File: config.mk
export PLATFORM = sky130hd
export DESIGN_NAME = ram_param_clr
export DESIGN_NICKNAME = d
export VERILOG_FILES = /design/src/rtl/ram_param_clr_pkg.sv /design/src/rtl/ram_param_clr_fsm.sv /design/src/rtl/ram_param_clr.sv
export SDC_FILE = /design/constraint.sdc
export NUM_CORES = 1
export LEC_CHECK = 0
export CAP_MARGIN = 10
export CORE_MARGIN = 10
export CORE_UTILIZATION = 40
export DETAILED_ROUTE_END_ITERATION = 7
export GPL_TIMING_DRIVEN = 1
export PLACE_DENSITY = 0.61
export REMOVE_ABC_BUFFERS = 1
export SLEW_MARGIN = 20
export SYNTH_ARGS = -nofsm -noshare
export SYNTH_HDL_FRONTEND = slang
export SYNTH_HIERARCHICAL = 1
export SYNTH_SLANG_ARGS = --single-unit
File: constraint.sdc
create_clock -name clk -period 2.6 [get_ports clk]
set_input_delay 0.26 -clock clk [delete_from_list [all_inputs] [get_ports clk]]
set_output_delay 0.26 -clock clk [all_outputs]
set_load 0.1 [all_outputs]
File: src/rtl/ram_param_clr_pkg.sv
// Shared constants, state encoding and helpers for the parametrised clearable RAM.
// Imported by the clear FSM and the RAM top level.
package ram_pkg;

  localparam int RD_FIRST = 0;
  localparam int WR_FIRST = 1;

  typedef enum logic {
    S_CLEAR = 1'b0,
    S_IDLE  = 1'b1
  } state_e;

  function automatic int nbe(input int width);
    return width / 8;
  endfunction

endpackage

File: src/rtl/ram_param_clr_fsm.sv
// Clear sequencer: sweeps every word once after reset or on request, and reports
// busy while the sweep owns the array write port.
module ram_clr_fsm
  import ram_pkg::*;
#(
  parameter int DEPTH = 12,
  parameter int AW    = 4
) (
  input  logic          clk,
  input  logic          rst,
  input  logic          clr,
  output logic          busy,
  output logic          clr_we,
  output logic [AW-1:0] clr_addr
);

  localparam logic [AW-1:0] LAST_ADDR = AW'(DEPTH - 1);

  state_e        state_q, state_d;
  logic [AW-1:0] clr_ptr_q, clr_ptr_d;

  always_ff @(posedge clk or negedge rst) begin
    if (!rst) begin
      state_q   <= S_CLEAR;
      clr_ptr_q <= '0;
    end else begin
      state_q   <= state_d;
      clr_ptr_q <= clr_ptr_d;
    end
  end

  // The pointer parks at zero on the last sweep write so it never passes DEPTH-1.
  always_comb begin
    state_d   = state_q;
    clr_ptr_d = clr_ptr_q;
    if (state_q == S_CLEAR) begin
      if (clr_ptr_q == LAST_ADDR) begin
        state_d   = S_IDLE;
        clr_ptr_d = '0;
      end else begin
        clr_ptr_d = clr_ptr_q + 1'b1;
      end
    end else if (clr) begin
      state_d   = S_CLEAR;
      clr_ptr_d = '0;
    end
  end

  assign busy     = (state_q == S_CLEAR);
  assign clr_we   = busy;
  assign clr_addr = clr_ptr_q;

endmodule

File: src/rtl/ram_param_clr.sv
// Parametrised single-port RAM with byte enables, registered read, selectable
// read-during-write behaviour and a hardware clear sweep.
module ram_param_clr
  import ram_pkg::*;
#(
  parameter int               WIDTH   = 16,
  parameter int               DEPTH   = 12,
  parameter int               RD_MODE = RD_FIRST,
  parameter logic [WIDTH-1:0] CLR_VAL = '0,
  localparam int              NBE     = nbe(WIDTH),
  localparam int              AW      = (DEPTH > 1) ? $clog2(DEPTH) : 1
) (
  input  logic             clk,
  input  logic             rst,
  input  logic             wr_co,
  input  logic             rd_co,
  input  logic [AW-1:0]    addr,
  input  logic [WIDTH-1:0] data,
  input  logic [NBE-1:0]   be,
  input  logic             clr,
  output logic [WIDTH-1:0] out,
  output logic             rd_valid,
  output logic             busy,
  output logic             err
);

  localparam logic [AW:0] DEPTH_W = (AW + 1)'(DEPTH);

  logic [WIDTH-1:0] mem [DEPTH];

  logic             clr_we;
  logic [AW-1:0]    clr_addr;
  logic             addr_ok;
  logic [AW-1:0]    rd_idx;
  logic             wr_ok;
  logic             rd_go;
  logic [WIDTH-1:0] old_word;
  logic [WIDTH-1:0] merged_word;

  logic [WIDTH-1:0] out_q, out_d;
  logic             rd_valid_q, rd_valid_d;
  logic             err_q, err_d;

  ram_clr_fsm #(
    .DEPTH (DEPTH),
    .AW    (AW)
  ) u_clr_fsm (
    .clk      (clk),
    .rst      (rst),
    .clr      (clr),
    .busy     (busy),
    .clr_we   (clr_we),
    .clr_addr (clr_addr)
  );

  // Out-of-range addresses are steered to word 0 for the lookup only; they never write.
  assign addr_ok = ({1'b0, addr} < DEPTH_W);
  assign rd_idx  = addr_ok ? addr : '0;
  assign wr_ok   = wr_co && !busy && addr_ok;
  assign rd_go   = rd_co && !busy;

  always_comb begin
    old_word    = mem[rd_idx];
    merged_word = old_word;
    for (int i = 0; i < NBE; i++) begin
      if (be[i]) begin
        merged_word[8*i +: 8] = data[8*i +: 8];
      end
    end
  end

  // The sweep has priority on the write port; commands are already gated off by busy.
  always_ff @(posedge clk) begin
    if (clr_we) begin
      mem[clr_addr] <= CLR_VAL;
    end else if (wr_ok) begin
      mem[rd_idx] <= merged_word;
    end
  end

  always_comb begin
    out_d      = out_q;
    rd_valid_d = 1'b0;
    err_d      = (wr_co || rd_co) && (busy || !addr_ok);
    if (rd_go) begin
      rd_valid_d = 1'b1;
      if (!addr_ok) begin
        out_d = '0;
      end else if (RD_MODE == WR_FIRST && wr_ok) begin
        out_d = merged_word;
      end else begin
        out_d = old_word;
      end
    end
  end

  always_ff @(posedge clk or negedge rst) begin
    if (!rst) begin
      out_q      <= '0;
      rd_valid_q <= 1'b0;
      err_q      <= 1'b0;
    end else begin
      out_q      <= out_d;
      rd_valid_q <= rd_valid_d;
      err_q      <= err_d;
    end
  end

  assign out      = out_q;
  assign rd_valid = rd_valid_q;
  assign err      = err_q;

endmodule

## After elaboration in Yosys (flattened, before gate mapping)

Memories as Yosys holds them, arrays and structs flattened.
Cells that the tools add are included.

- Multiplexer cells: 18
- Magnitude comparators: 1
- Bitwise gates (word level): 1
- Add/sub/neg operators: 1
- Reductions and logical operators: 8
- Equality and inequality tests: 2

Operators by type and width:

| cell | count |
|---|---|
| $mux 16 | 2 |
| $mux 4 | 5 |
| $mux 8 | 2 |
| $reduce_or 16->1 | 1 |
| $mux 1 | 9 |
| $add 4x1->4 const B | 1 |
| $eq 4x4->1 const B | 1 |
| $logic_and 1x1->1 | 4 |
| $lt 4x4->1 const B | 1 |
| $logic_or 1x1->1 | 2 |
| $ne 2x2->1 const B | 1 |
| $logic_not 1->1 | 1 |
| $not 1->1 | 1 |

- Memory bits (writable): 192
- Word-level logic and storage cells: 37
- Bits in registers: 23
- Memories kept: 1
- Bits of input ports: 27
- Output and inout port bits: 19

Memories:

| name | words | width | read ports | clocked after Yosys merged registers in | write ports | RTL line | source |
|---|---|---|---|---|---|---|---|
| mem | 12 | 16 | 1 | 0 | 1 | ram_param_clr.sv:29 | `logic [WIDTH-1:0] mem [DEPTH];` |

## Logic depth before layout (Yosys ltp)

Gate-level depths: netlist of run 1.

- Depth in word-level cells: 7
- Depth in mapped cells: 10
- Mapped depth without buffers: 6

## Hierarchy

The synthesis of run 1 kept the hierarchy.

By module, submodules not included:

| module | instances | cells each | area an instance (µm²) | seq. area each (µm²) |
|---|---|---|---|---|
| ram_param_clr | 1 | 576 | 8,759.7 | 6,216.0 |
| ram_clr_fsm | 1 | 25 | 259.0 | 125.1 |

## Least setup slack after synthesis of run 1

OpenSTA, ideal clock, no wires.

- Kind: register to register
- From: reg u_clr_fsm.state_q
- To: mem mem[0][0] (enable)
- Arrival time: 2.593 ns
- Period minus slack after synthesis: 2.981 ns
- Path slack: -0.381 ns
- Stages on the path, launching flop included: 10
- Setup time: 0.388 ns
- Buffers on the path: 3
- Required time: 2.212 ns
- Path through: dfrtp_1 > buf_6 > inv_2 > a21oi_1 > and3b_1 > clkbuf_1 > clkbuf_1 > o21ai_0 > a21o_1 > nor2_1

- Cells in the longest elaborated chain, start to end: 7
- Elaborated cells on any way between the ends: 9
- Those cells by class: 6 x mux; 3 x reduce/logical

RTL lines:

| element | RTL line | source |
|---|---|---|
| from (decl) | ram_param_clr_fsm.sv:19 | `state_e state_q, state_d;` |
| from (signal assigned) | ram_param_clr_fsm.sv:27 | `state_q <= state_d;` |
| $logic_and 1x1->1 (2 in a row) | ram_param_clr.sv:59 | `assign wr_ok = wr_co && !busy && addr_ok;` |
| $mux 1 | ram_param_clr.sv:76 | `end else if (wr_ok) begin` |
| $mux 1 | ram_param_clr.sv:74 | `if (clr_we) begin` |
| $mux 1 (not written as such) | ram_param_clr.sv:77 | `mem[rd_idx] <= merged_word;` |
| $reduce_or 16->1 (no line) | -- |  |
| $mux 4 (no line) / $mux 1 (equally long branches) | -- |  |
| to (decl) | ram_param_clr.sv:29 |  |

Parallel ways exist; a longest one is shown, timed or not.

## Worst setup path after layout of run 1

- From: in addr[3]
- To: mem mem[11][6] (data pin)

- Cells in the longest elaborated chain, start to end: 7
- Elaborated cells on any way between the ends: 10
- Those cells by class: 1 x order compare; 6 x mux; 2 x reduce/logical; 1 x memory

RTL lines:

| element | RTL line | source |
|---|---|---|
| from (decl) | ram_param_clr.sv:17 | `input logic [AW-1:0] addr,` |
| parallel branches: the longest is 6 deep, another holds $mem_v2 12x16 | -- |  |
| $mux 16 (no line) (*) | -- |  |

Every way passes the cells marked *.

==> key figures, run 1 <==
Run status
  • Outcome: completed

STA
  • Setup-failing EPs final: 0
  • Crit path time final: 2329 ps
  • Maximum clock rate: 429.4 MHz
  • WHS: 145.7 ps
  • RSZ-0062 raised after global routing: no
  • Final Slew Violations: 0
  • Max-slew headroom: 0.3855
  • Measured slew at the worst slew-check pin: 917.5 ps
  • Post-route clock period utilization: 0.8956
  • Post-route clock skew: 8.759 ps
  • Fin worst setup slack: 271.3 ps
  • Final number of hold-violating endpoints: 0

Flow run
  • Number of max-cap violations: 0

Cells and area
  • Nets: 778
  • Share of layout cells above drive strength 1: 0.2686
  • Ant diodes: 0
  • Layout overhead on the synthesized area: 26.96%
  • Final Instance Area: 0.01145 mm^2

Logic synthesis
  • FF+latch count, synth: 215
  • Top post-synthesis cells by area: edfxtp_1 64%, dfrtp_1 6.4%, mux2i_1 3.9%
  • Post-synth EDFFs: 192
  • Top-count cell post-synth: edfxtp_1
  • Post-synth ARST share: 0.1070
  • Syn avg cell area: 15.01 um^2
  • Post-synthesis cell area: 0.009019 mm^2
  • Yosys top cell area share: 0.6393
  • Syn. warnings: 6
  • Dominant cell type by area after synthesis: edfxtp_1
  • Post-Syn Instances: 601
  • Commonest cells in the netlist: 192 x edfxtp_1, 53 x nor2_1, 37 x a21oi_1, 35 x mux2i_1, 27 x o22ai_1
  • Dominant synthesized flop cell: edfxtp_1
  • Register area share after synthesis: 0.7031
  • Cell variety after synth: 55

Placement
  • Port buffer count: 45
  • Hpwl dp: 15620 um
  • Placed cell area: 0.01060 mm^2
  • Pre-CTS setup slack: -284.2 ps
  • GPL Wtd Cong: 0.8500

Worst setup path
  • CP startpoint kind: input port
  • Critical R2R Launch: u_clr_fsm/state_q$_DFF_PN0_
  • Worst Setup SP: addr[3]
  • Worst setup endpoint: mem[11][6]$_DFFE_PP_
  • Crit path kind: input port to register
  • Worst Path Arrival: 2680 ps
  • Worst Setup End Kind: register
  • Worst reg2reg path endpoint: mem[5][14]$_DFFE_PP_
  • Worst reg-to-reg path cell count: 8
  • Required time of the worst setup path: 2950 ps
  • Critical path peak fanout: 12
  • R2R Setup Slk: 280 ps

Drt
  • DR DRC count: 0
  • Final WL: 23130 um
  • DR iter-0 viols: 558
  • Vias/cell: 5.512
  • DR WL/cell: 22.09 um
  • Vias: 5771
  • Iteration count of the initial detailed-routing pass: 7
  • Post-DRT Antenna Nets: 0

Clock network
  • Worst-path clk slew: 60 ps
  • Clock Tree Buf Depth: 3
  • Clk_lat worst skew: 510 ps
  • Clock sink count: 215
  • Root buf cell: clkbuf_16
  • CTS tree: yes
  • TritonCTS Buffers: 23
  • H-tree depth: 1

Global routing
  • GR Util All Layers: 0.1583
  • Global-route wire length before repair: 35270 um
  • Initial antenna violation count: 0
  • Vias in the first global route: 5727
  • Largest net degree at the start of global routing: 30
  • Total gr overflow: 0

Power
  • Leak Pwr: 4.289 nW
  • Cell Pwr Density: 1011 mW/mm^2
  • Max rail drop VDD: 583.6 uV

Floorplan
  • Row cnt: 54
  • # IOs: 46
  • Starting Density: 0.4095
  • Total die area: 0.02895 mm^2
  • Die height: 170.2 um
  • Die Wd: 170.2 um
  • Core Area: 0.02203 mm^2

Hold path
  • Worst Hold Class: input port to async pin
-- repair_timing --
action / CTS / global route
hold endpoints to repair: 0 / 0
setup buffers: 0 / 0
setup endpoints to repair: 0 / 12
gates resized for setup: 0 / 1
hold buffers: 0 / 0
-- power by group --
group / total (mW) / internal (mW) / switching [mW]
Combinational: 3.10 / 0.986 / 2.11
Sequential: 4.81 / 4.54 / 0.264
Clock: 3.66 / 2.32 / 1.34
Total: 11.6 / 7.85 / 3.72
-- worst min path at each step --
stage	startpoint	end	slack, ps	cells after the start
2_1_floorplan	rst	err$_DFF_PN0_	-40	0
3_3_place_gp	out[6]$_DFFE_PN0P_	out[6]$_DFFE_PN0P_	480	2
3_5_place_dp	out[5]$_DFFE_PN0P_	out[5]$_DFFE_PN0P_	470	2
4_1_cts	rst	out[8]$_DFFE_PN0P_	150	2
5_1_grt	rst	out[1]$_DFFE_PN0P_	180	2
6_report	rst	out[1]$_DFFE_PN0P_	150	2
-- per-layer routing --
layer / routed length (um) / share of wire / track usage
met3: 1224 / 0.053 / 0.02059
met4: 354 / 0.015 / 0.03776
met2: 11460 / 0.50 / 0.2661
met1: 10090 / 0.44 / 0.2135
met5: 0 / 0 / 0
-- flip-flops by register name, summed over array words and instances (netlist names) --
signal	count
err	1
mem	192
out	16
rd_valid	1
u_clr_fsm/clr_addr	4
u_clr_fsm/state_q	1
-- kinds of logic after synthesis --
group | count (synthesis) | share of synthesized area
AO/OA/AOI/OAI | 144 | 0.1099
XOR/XNOR | 1 | 0.001804
adder cells (fa/ha/maj) | 1 | 0.001387
buffers and inverters | 45 | 0.02497
flip-flops | 215 | 0.7031
multiplexers | 55 | 0.08255
AND/OR/NAND/NOR | 140 | 0.07630
-- layout by cell type (no fill, tap or decap), types with 3 or more instances in the layout --
cell type / n
clkdlybuf4s50_1: 24
mux2_2: 5
mux2i_1: 35
nand2_1: 26
mux4_2: 15
nor2_1: 52
nand2b_1: 22
o31ai_2: 4
a221o_1: 5
dfrtp_1: 23
a31oi_1: 4
clkinv_2: 4
a22o_1: 11
a21oi_1: 37
clkbuf_1: 4
nor2b_1: 6
or4_1: 4
nor3b_1: 4
a2bb2o_1: 10
a21o_1: 5
clkbuf_16: 23
o22ai_1: 27
a211oi_1: 5
bufinv_16: 7
inv_1: 4
edfxtp_1: 192
buf_4: 126
nor3_1: 3
nand3_1: 9
buf_12: 12
o21ai_0: 19
or2b_1: 3
-- cell type report --
| cell class | count | area (um^2) |
|---|---|---|
| inverters | 6 | 22.52 |
| clock inverters | 15 | 257.7 |
| clock buffers | 27 | 590.6 |
| flip-flops and latches | 215 | 6341 |
| fillers | 1813 | 10580 |
| repair buffers | 163 | 1431 |
| multi-input cells | 341 | 2456 |
| well taps | 280 | 350.3 |
-- metrics by stage --
step	power [mW]	setup TNS [ps]	cells	util
final	11.57	0	1047	0.5198
after global routing	11.99	0	1047	0.5198
after CTS	11.64	0	1047	0.5198
after detailed placement	7.986	-28130	1005	0.4813
after global placement	7.931	-23610	1005	0.4813
after floorplan	6.724	-49400	562	-
-- worst max-delay path: stages --
cell and delay (ps):
clkdlybuf4s50_1 600, and2_1 240, buf_4 180, o22ai_1 90
a221o_1 320, or4_1 560, o21ai_0 210, buf_4 220
(Power assumes the default switching activity.)
==> inputs of run 2 (changes only) <==
Settings changed: PLACE_DENSITY 0.61 to not set.
==> run 2 against run 1 <==
Effect of this change:
- total power shrank 0.46%
- non-clock buffer count shrank 10
- clock-buffer cell count grew 1
- cell area is essentially flat
- via count shrank 0.83%
- first-iteration DRC count shrank 25%
- setup slack lost 24 ps
- combinational power is essentially flat
- largest power group unchanged
- highest routed layer unchanged
==> key figures, run 2 (synthesized netlist as in run 1, its figures left out) <==
Run status
  • Outcome: completed

Worst setup path
  • Worst Setup End Kind: register
  • Worst Path Arrival: 2720 ps (+40 ps)
  • Required time of the worst setup path: 2960 ps (about the same)
  • CP top delay family: buffers and inverters
  • R2R Setup Slk: 310 ps (+30 ps)
  • Worst Setup SP: addr[2]
  • Crit path kind: input port to register
  • Buf/Inv on CP: 4 (+1)
  • Critical path depth in cells: 9 (+1)
  • CP startpoint kind: input port
  • Slowest Stage Delay on Critical Path: 530 ps (-70 ps)
  • Worst reg2reg path endpoint: mem[11][6]$_DFFE_PP_
  • CP cell instances: clkdlybuf4s50_1 > buf_4 > and2_1 > buf_4 > o22ai_1 > a221o_1 > or4_1 > o21ai_0 > buf_4
  • Critical path peak fanout: 11 (-1)
  • Worst reg-to-reg path cell count: 8 (unchanged)
  • Worst setup endpoint: mem[10][9]$_DFFE_PP_
  • Crit-path most repeated cell: buf_4
  • Critical R2R Launch: u_clr_fsm/state_q$_DFF_PN0_
  • CP max stage cell: or4_1

Global routing
  • Vias in the first global route: 5870 (+2.5%)
  • Largest net degree at the start of global routing: 34 (+13%)
  • Initial antenna violation count: 0 (unchanged)
  • Total gr overflow: 0 (unchanged)
  • GR Util All Layers: 0.1612 (+0.002975)
  • Global-route wire length before repair: 35770 um (+1.4%)

Cells and area
  • Register Area: 0.006341 mm^2 (unchanged)
  • Share of layout cells above drive strength 1: 0.2629 (-0.005699)
  • Ant diodes: 0 (unchanged)
  • Multi-input gate area: 0.002462 mm^2 (+0.25%)
  • Max reg flops: 192 (unchanged)
  • Fill cells: 1851 (+2.1%)
  • Commonest non-fill, non-tap cells in the layout: 192 x edfxtp_1, 111 x buf_4, 49 x nor2_1, 37 x a21oi_1, 35 x mux2i_1
  • Final Instance Area: 0.01145 mm^2 (about the same)
  • Final cell count without fillers: 1037 (-0.96%)
  • Nets: 768 (-1.3%)
  • Biggest register: mem
  • Most common cell after layout, fill and taps aside: edfxtp_1
  • Layout overhead on the synthesized area: 26.91% (about the same)
  • Util after Layout: 0.5197 (about the same)

Clock network
  • TritonCTS Buffers: 23 (unchanged)
  • Clock sink count: 215 (unchanged)
  • H-tree depth: 1 (unchanged)
  • Hold buffers post-CTS: 0 (unchanged)
  • Clk_lat worst skew: 520 ps (about the same)
  • Root buf cell: clkbuf_16
  • Post-cts sizing count: 0 (unchanged)
  • Clock Tree Buf Depth: 3 (unchanged)
  • CTS tree: yes
  • Postcts setup bufs: 0 (unchanged)
  • Worst-path clk slew: 60 ps (about the same)

Drt
  • Iteration count of the initial detailed-routing pass: 5 (-2)
  • DR DRC count: 0 (unchanged)
  • Post-DRT Antenna Nets: 0 (unchanged)
  • DR iter-0 viols: 420 (-25%)
  • Final WL: 23040 um (-0.39%)
  • Vias/cell: 5.519 (+0.12%)
  • DR WL/cell: 22.22 um (+0.57%)
  • Vias: 5723 (-0.83%)

Floorplan
  • Total die area: 0.02895 mm^2 (unchanged)
  • Row cnt: 54 (unchanged)
  • Die height: 170.2 um (unchanged)
  • Starting Density: 0.4095 (unchanged)
  • Core Area: 0.02203 mm^2 (unchanged)
  • # IOs: 46 (unchanged)
  • Die Wd: 170.2 um (unchanged)

STA
  • Crit path time final: 2353 ps (+24.09 ps)
  • Setup TNS: 0 ps (unchanged)
  • Post-route clock period utilization: 0.9049 (+0.009264)
  • Measured slew at the worst slew-check pin: 886.1 ps (-31.44 ps)
  • Max-slew headroom: 0.4080 (+0.02254)
  • Maximum clock rate: 425.0 MHz (-1.0%)
  • Final Slew Violations: 0 (unchanged)
  • RSZ-0062 raised after global routing: no
  • Post-route clock skew: 17.55 ps (+8.794 ps)
  • Setup-failing EPs final: 0 (unchanged)
  • WHS: 129.1 ps (-16.59 ps)
  • Fin worst setup slack: 247.2 ps (-24.09 ps)
  • Final number of hold-violating endpoints: 0 (unchanged)

Placement
  • Placed cell area: 0.01059 mm^2 (about the same)
  • Pre-CTS setup slack: -240.9 ps (+43.35 ps)
  • Dpl cells: 995 (-1.0%)
  • Port buffer count: 45 (unchanged)
  • GPL Wtd Cong: 0.8906 (+4.8%)
  • Hpwl dp: 15480 um (-0.91%)

Hold path
  • Worst Hold Class: input port to async pin

Power
  • Net Sw Power: 3.700 mW (-0.50%)
  • Switch share: 0.3213 (about the same)
  • Combinational Power Share: 0.270 (+0.002)
  • Leak Pwr: 4.274 nW (-0.36%)
  • Power consumption: 11.52 mW (-0.46%)
  • Clock share of power: 0.313 (-0.004)
  • Cell Pwr Density: 1006 mW/mm^2 (-0.42%)
  • Reg power frac: 0.417 (+0.002)
  • Max rail drop VDD: 464.1 uV (-20%)
  • P_int: 7.818 mW (-0.44%)

Flow run
  • Number of max-cap violations: 0 (unchanged)
## run 2: changes by cell type in the layout (fill, tap and decap cells not counted), sizes merged
cell,delta
buf,-10
clkinv,+2
clkinvlp,-2
bufinv,-1
clkbuf,+1
## run 2: layer usage
| metal | global-route usage | wire, um |
|---|---|---|
| met5 | 0 | 0 |
| met4 | 0.05530 | 514 |
| met3 | 0.02661 | 1285 |
| met2 | 0.2511 | 10960 |
| met1 | 0.2244 | 10270 |
## run 2: final cells by class
class / instances / area share
well taps: 280 / 0.03061
clock buffers: 28 / 0.05367
inverters: 6 / 0.001968
flip-flops and latches: 215 / 0.5540
multi-input cells: 341 / 0.2151
repair buffers: 153 / 0.1240
clock inverters: 14 / 0.02066
## run 2: worst min path at each step
stage / startpoint / end / slack, ps / cells past startpoint
after global routing: rst / out[14]$_DFFE_PN0P_ / 140 / 2
after global placement: out[10]$_DFFE_PN0P_ / out[10]$_DFFE_PN0P_ / 470 / 2
final: rst / out[2]$_DFFE_PN0P_ / 130 / 2
after floorplan: rst / err$_DFF_PN0_ / -40 / 0
after CTS: rst / out[14]$_DFFE_PN0P_ / 130 / 2
after detailed placement: out[5]$_DFFE_PN0P_ / out[5]$_DFFE_PN0P_ / 480 / 2
## run 2: power by group through the flow
stage / Combinational (mW) / Clock (mW) / Sequential [mW]
global placement: 3.09 / 0 / 4.84
finish: 3.11 / 3.60 / 4.80
global route: 3.29 / 3.82 / 4.87
floorplan: 0.991 / 0 / 5.73
detailed placement: 3.12 / 0 / 4.88
CTS: 3.13 / 3.68 / 4.81
